File: src/rtl/johnson_stepper_ctrl.sv
// johnson_stepper_ctrl
// Stepper-phase sequencer around a 2N-state Johnson counter. A move command
// (step count, direction, step period) is taken over a valid/ready handshake
// and the Johnson state advances one position per step at the programmed
// rate. Gives done/aborted pulses and a tracked phase index.
// Optional feature macro: JSTEP_IDLE_OFF_EN (count driven to zero while
// idle; the internal Johnson state and phase index are kept).

module johnson_stepper_ctrl #(
  parameter int N    = 4,
  parameter int CNTW = 16,
  parameter int DIVW = 16,
  localparam int PW  = $clog2(2 * N)
) (
  input  logic            clk,
  input  logic            arst,
  input  logic            cmd_valid,
  output logic            cmd_ready,
  input  logic [CNTW-1:0] cmd_steps,
  input  logic            cmd_dir,
  input  logic [DIVW-1:0] cmd_div,
  input  logic            abort,
  output logic [N-1:0]    count,
  output logic [PW-1:0]   phase_idx,
  output logic [CNTW-1:0] steps_left,
  output logic            busy,
  output logic            done,
  output logic            aborted
);

  localparam logic [PW-1:0] PH_LAST = PW'(2 * N - 1);

  typedef enum logic [0:0] {
    S_IDLE = 1'b0,
    S_RUN  = 1'b1
  } state_t;

  state_t          r_state;
  logic [N-1:0]    r_john;
  logic [PW-1:0]   r_phase;
  logic [CNTW-1:0] r_steps_left;
  logic [DIVW-1:0] r_div;
  logic [DIVW-1:0] r_presc;
  logic            r_dir;
  logic            r_busy;
  logic            r_done;
  logic            r_aborted;
  logic            r_cmd_ready;

  logic [N-1:0]    w_john_next;
  logic [PW-1:0]   w_phase_next;
  logic            w_accept;
  logic            w_step;
  logic            w_last_step;
  logic            w_run_next;

  // Next Johnson state / phase for one step in the latched direction, and
  // the handshake, step and next-state qualifiers.
  always_comb begin
    w_john_next  = r_john;
    w_phase_next = r_phase;
    if (r_dir == 1'b0) begin
      w_john_next  = {r_john[N-2:0], ~r_john[N-1]};
      w_phase_next = (r_phase == PH_LAST) ? {PW{1'b0}} : (r_phase + PW'(1));
    end else begin
      w_john_next  = {~r_john[0], r_john[N-1:1]};
      w_phase_next = (r_phase == {PW{1'b0}}) ? PH_LAST : (r_phase - PW'(1));
    end
    w_accept    = (r_state == S_IDLE) && cmd_valid;
    // Abort wins over a coincident step: no step is taken on that edge.
    w_step      = (r_state == S_RUN) && (r_presc == {DIVW{1'b0}}) && !abort;
    w_last_step = w_step && (r_steps_left == CNTW'(1));
    if (r_state == S_IDLE) begin
      w_run_next = w_accept && (cmd_steps != {CNTW{1'b0}});
    end else begin
      w_run_next = !abort && !w_last_step;
    end
  end

  // Move sequencer: command accept, prescaled stepping, completion and abort.
  always_ff @(posedge clk or posedge arst) begin
    if (arst) begin
      r_state      <= S_IDLE;
      r_john       <= {N{1'b0}};
      r_phase      <= {PW{1'b0}};
      r_steps_left <= {CNTW{1'b0}};
      r_div        <= {DIVW{1'b0}};
      r_presc      <= {DIVW{1'b0}};
      r_dir        <= 1'b0;
      r_busy       <= 1'b0;
      r_done       <= 1'b0;
      r_aborted    <= 1'b0;
      r_cmd_ready  <= 1'b1;
    end else begin
      r_done    <= 1'b0;
      r_aborted <= 1'b0;
      case (r_state)
        S_IDLE: begin
          if (w_accept) begin
            r_dir        <= cmd_dir;
            r_div        <= cmd_div;
            r_presc      <= cmd_div;
            r_steps_left <= cmd_steps;
            if (cmd_steps == {CNTW{1'b0}}) begin
              // Zero-length move completes at once without touching position.
              r_done <= 1'b1;
            end else begin
              r_state     <= S_RUN;
              r_busy      <= 1'b1;
              r_cmd_ready <= 1'b0;
            end
          end
        end
        S_RUN: begin
          if (abort) begin
            r_state      <= S_IDLE;
            r_aborted    <= 1'b1;
            r_steps_left <= {CNTW{1'b0}};
            r_busy       <= 1'b0;
            r_cmd_ready  <= 1'b1;
          end else if (w_step) begin
            r_john       <= w_john_next;
            r_phase      <= w_phase_next;
            r_presc      <= r_div;
            r_steps_left <= r_steps_left - CNTW'(1);
            if (w_last_step) begin
              r_state     <= S_IDLE;
              r_done      <= 1'b1;
              r_busy      <= 1'b0;
              r_cmd_ready <= 1'b1;
            end
          end else begin
            r_presc <= r_presc - DIVW'(1);
          end
        end
        default: begin
          r_state     <= S_IDLE;
          r_busy      <= 1'b0;
          r_cmd_ready <= 1'b1;
        end
      endcase
    end
  end

`ifdef JSTEP_IDLE_OFF_EN
  logic [N-1:0] r_count_out;

  // Coil-drive image: zero whenever the next state is idle, otherwise the
  // Johnson state the counter will hold after this edge.
  always_ff @(posedge clk or posedge arst) begin
    if (arst) begin
      r_count_out <= {N{1'b0}};
    end else if (w_run_next) begin
      r_count_out <= w_step ? w_john_next : r_john;
    end else begin
      r_count_out <= {N{1'b0}};
    end
  end

  assign count = r_count_out;
`else
  logic w_unused_run_next;
  assign w_unused_run_next = w_run_next;
  assign count = r_john;
`endif

  assign phase_idx  = r_phase;
  assign steps_left = r_steps_left;
  assign busy       = r_busy;
  assign done       = r_done;
  assign aborted    = r_aborted;
  assign cmd_ready  = r_cmd_ready;

endmodule

File: config.mk
export PLATFORM = sky130hd
export DESIGN_NAME = johnson_stepper_ctrl
export DESIGN_NICKNAME = d
export VERILOG_FILES = /design/src/rtl/johnson_stepper_ctrl.sv
export SDC_FILE = /design/constraint.sdc
export NUM_CORES = 1
export LEC_CHECK = 0
export CAP_MARGIN = 10
export CORE_UTILIZATION = 30
export CTS_CLUSTER_SIZE = 24
export DETAILED_ROUTE_END_ITERATION = 10
export PLACE_DENSITY = 0.51
export REMOVE_ABC_BUFFERS = 1
export SLEW_MARGIN = 0
export SYNTH_ARGS = -nofsm -noshare
export SYNTH_HDL_FRONTEND = slang
export SYNTH_SLANG_ARGS = --single-unit
File: constraint.sdc
create_clock -name clk -period 3.3 [get_ports clk]
set_input_delay 0.825 -clock clk [delete_from_list [all_inputs] [get_ports clk]]
set_output_delay 0.825 -clock clk [all_outputs]
set_load 0.03 [all_outputs]
==> results.py <==
metrics = {
    "routing": {
        "final_antenna_net_count": 0,
        "drt_iter0_drc": 207,
        "vias_per_cell": 5.27,
        "routed_wl_mm": 10.1,
        "wl_per_cell_um": 16.3,
        "drc": 0,
        "vias": 3244,
        "first_pass_iters": 4,
    },
    "worst_setup_path": {
        "end_kind": "flop",
        "cpPeakStageDelay_ns": 0.44,
        "crit_path_start": "abort",
        "r2r-start": "steps_left[0]",
        "arrival_ns": 2.61,
        "critPathRequiredTime_ns": 3.51,
        "start_kind": "input pin",
        "crit_type": "input pin to flop",
        "critPathMaxFanout": 23,
        "crit_chain": "clkdlybuf4s50_1 > nor2b_1 > and4_1 > nand2_2 > a311o_1",
        "crit_slowest_cell": "clkdlybuf4s50_1",
    },
    "die": {
        "die_y_um": 109,
        "num_rows": 38,
        "ios": 64,
        "die_area_um2": 12000,
        "coreArea_um2": 11000,
        "initial_core_util": 0.314,
        "fp.dieW_um": 109,
    },
    "power": {
        "peakVddDrop_v": 0.000319,
        "powerDensity_nw_per_um2": 676,
        "p_leak_nw": 2.01,
    },
    "clock_network": {
        "holdBufCountCts": 0,
        "cts_tree": "yes",
        "htree_levels": 3,
        "cts-root-buf": "clkbuf_16",
        "cts_resized": 0,
        "cts_sinks": 61,
        "clock_latency_ns": 0.33,
        "cts_made_buffers": 9,
        "cts_setup_buffers": 0,
        "clkTransAtPathRegs_ns": 0.06,
        "cts_buffer_depth": 2,
    },
    "global_routing": {
        "antenna_found_initial": 0,
        "globalRouteTotalUtil": 0.179,
        "grt_pass1_vias": 3154,
        "overflow": 0,
        "grt_pass1_wl_mm": 16.3,
        "grt_max_degree": 62,
    },
    "final_layout": {
        "filler_cell_count": 1149,
        "finalNonFillerCells": 616,
        "area_delta_synth_final_pct": 33.1,
        "final_cell_mix": "nand2_1, clkdlybuf4s50_1, dfrtp_1",
        "layout_commonest_cell": "nand2_1",
        "antenna_cells": 0,
        "final_nets": 516,
        "finalInstanceArea_um2": 4610,
        "drive_gt1_frac": 0.101,
    },
    "synth": {
        "ys_seq_area_frac": 0.441,
        "synth_cells": 405,
        "ys_ff_latch": 61,
        "synth_cell_types": 61,
        "syn_area_per_cell_um2": 8.56,
        "synth_area_um2": 3470,
        "yosysWarnings": 0,
        "ys.flop_type": "dfrtp_1",
        "synth_edf_count": 0,
        "synthArstFlopShare": 1.00,
    },
    "place": {
        "dp_hpwl_mm": 7.09,
        "port_buffers": 63,
        "dp.cells": 600,
        "gp_congestion": 0.781,
        "dpl-instance-area_um2": 4290,
    },
    "timing": {
        "setup_tns_ns": 0,
        "setup_violations": 0,
        "rsz0062_at_grt": "no",
        "tightest_slew_ns": 0.817,
        "timing.final.max_slew_violations": 0,
        "whs_ns": 0.474,
        "skew_ns": 0.00904,
        "max_freq_mhz": 416,
        "finalWorstPathRequiredPeriod_ns": 2.41,
        "hold_viol": 0,
        "slew_headroom": 0.456,
        "min_period_over_period": 0.729,
    },
    "worst_hold_path": {
        "hold_class": "flop to flop",
        "hp-start": "r_div[0]",
    },
    "flow_run": {
        "drv_cap": 0,
    },
    "status": {
        "run_status": "finished clean",
    },
}
## registers in the layout, summed over array words and instances (netlist names), 3 cells and up
signal and count:
steps_left 16, r_presc 16, phase_idx 3, r_div 16
count 4
## power breakdown
group	internal, mW	total (mW)	switching (mW)
registers	0.925	1.15	0.225
logic	0.412	0.936	0.524
clock network	0.699	1.03	0.332
## Yosys cell counts (all sizes together) (4+ instances only)
cell type  count  area (µm²)
nor3           9        50.1
nand2         95         359
nor2          25        96.4
nor2b          4        25.0
nand3          8        40.0
buf           10        50.0
dfrtp         60        1500
o22ai          7        43.8
a31oi          7        43.8
mux2i         11         110
nor4           9        68.8
o211ai         7        52.6
inv           15        56.3
a32oi          6        52.6
o21ai         34         170
nand4          4        25.0
or4            4        37.5
o221ai         5        43.8
a22oi          4        30.0
ha             8         100
a21oi         20         104
clkbuf        13        48.8
xnor2          5        51.3
## through the flow
step | util | setup slack, ns | total power, mW
2_1_floorplan | - | 0.0135 | 1.71
5_1_grt | 0.418 | 0.753 | 3.30
3_5_place_dp | 0.389 | 0.554 | 2.10
3_3_place_gp | 0.389 | 0.614 | 2.08
6_report | 0.418 | 0.894 | 3.12
4_1_cts | 0.418 | 0.903 | 3.14
## metal layers
metal  share of wire  global-route usage
met2            0.46               0.288
met4           0.019              0.0667
met1            0.48               0.239
met3           0.046              0.0326
met5               0                   0
## critical path, delay by kind of cell
family	cells	cell delay, ns
AOI/OAI and AO/OA	1	0.42
buffers and inverters	1	0.44
and+or+nand+nor	3	0.93
## path summary, 6_finish.rpt
| kind | to | slack [ns] | cells past startpoint |
|---|---|---|---|
| max in group asynchronous | r_div[13] | 1.68 | 3 |
| min in group asynchronous | aborted | 1.08 | 3 |
| min | r_div[0] | 0.47 | 2 |
| min reg2reg | r_div[0] | 0.47 | 2 |
| max reg2reg | steps_left[14] | 0.93 | 7 |
| max | r_presc[12] | 0.89 | 5 |
## final cells by class
cell class                 instances  area, µm²  share of cell area
multi-input combinational        306       1790               0.387
clock buffer                      12        256              0.0556
tap                              140        175              0.0380
clock inverter                     4       70.1              0.0152
sequential                        61       1530               0.331
inverter                          15       56.3              0.0122
timing repair buffer              78        743               0.161
## cell families (layout without fill, tap and decap cells)
logic type / after synthesis / after routing / share of synthesized area
muxes: 12 / 12 / 0.0350
AOI/OAI and AO/OA: 107 / 107 / 0.198
DFF: 61 / 61 / 0.441
and+or+nand+nor: 171 / 171 / 0.230
buffers and inverters: 38 / 109 / 0.0448
adders and majority gates: 8 / 8 / 0.0289
xor gates and xnor gates: 8 / 8 / 0.0224
Power figures use the tool's default switching activity.
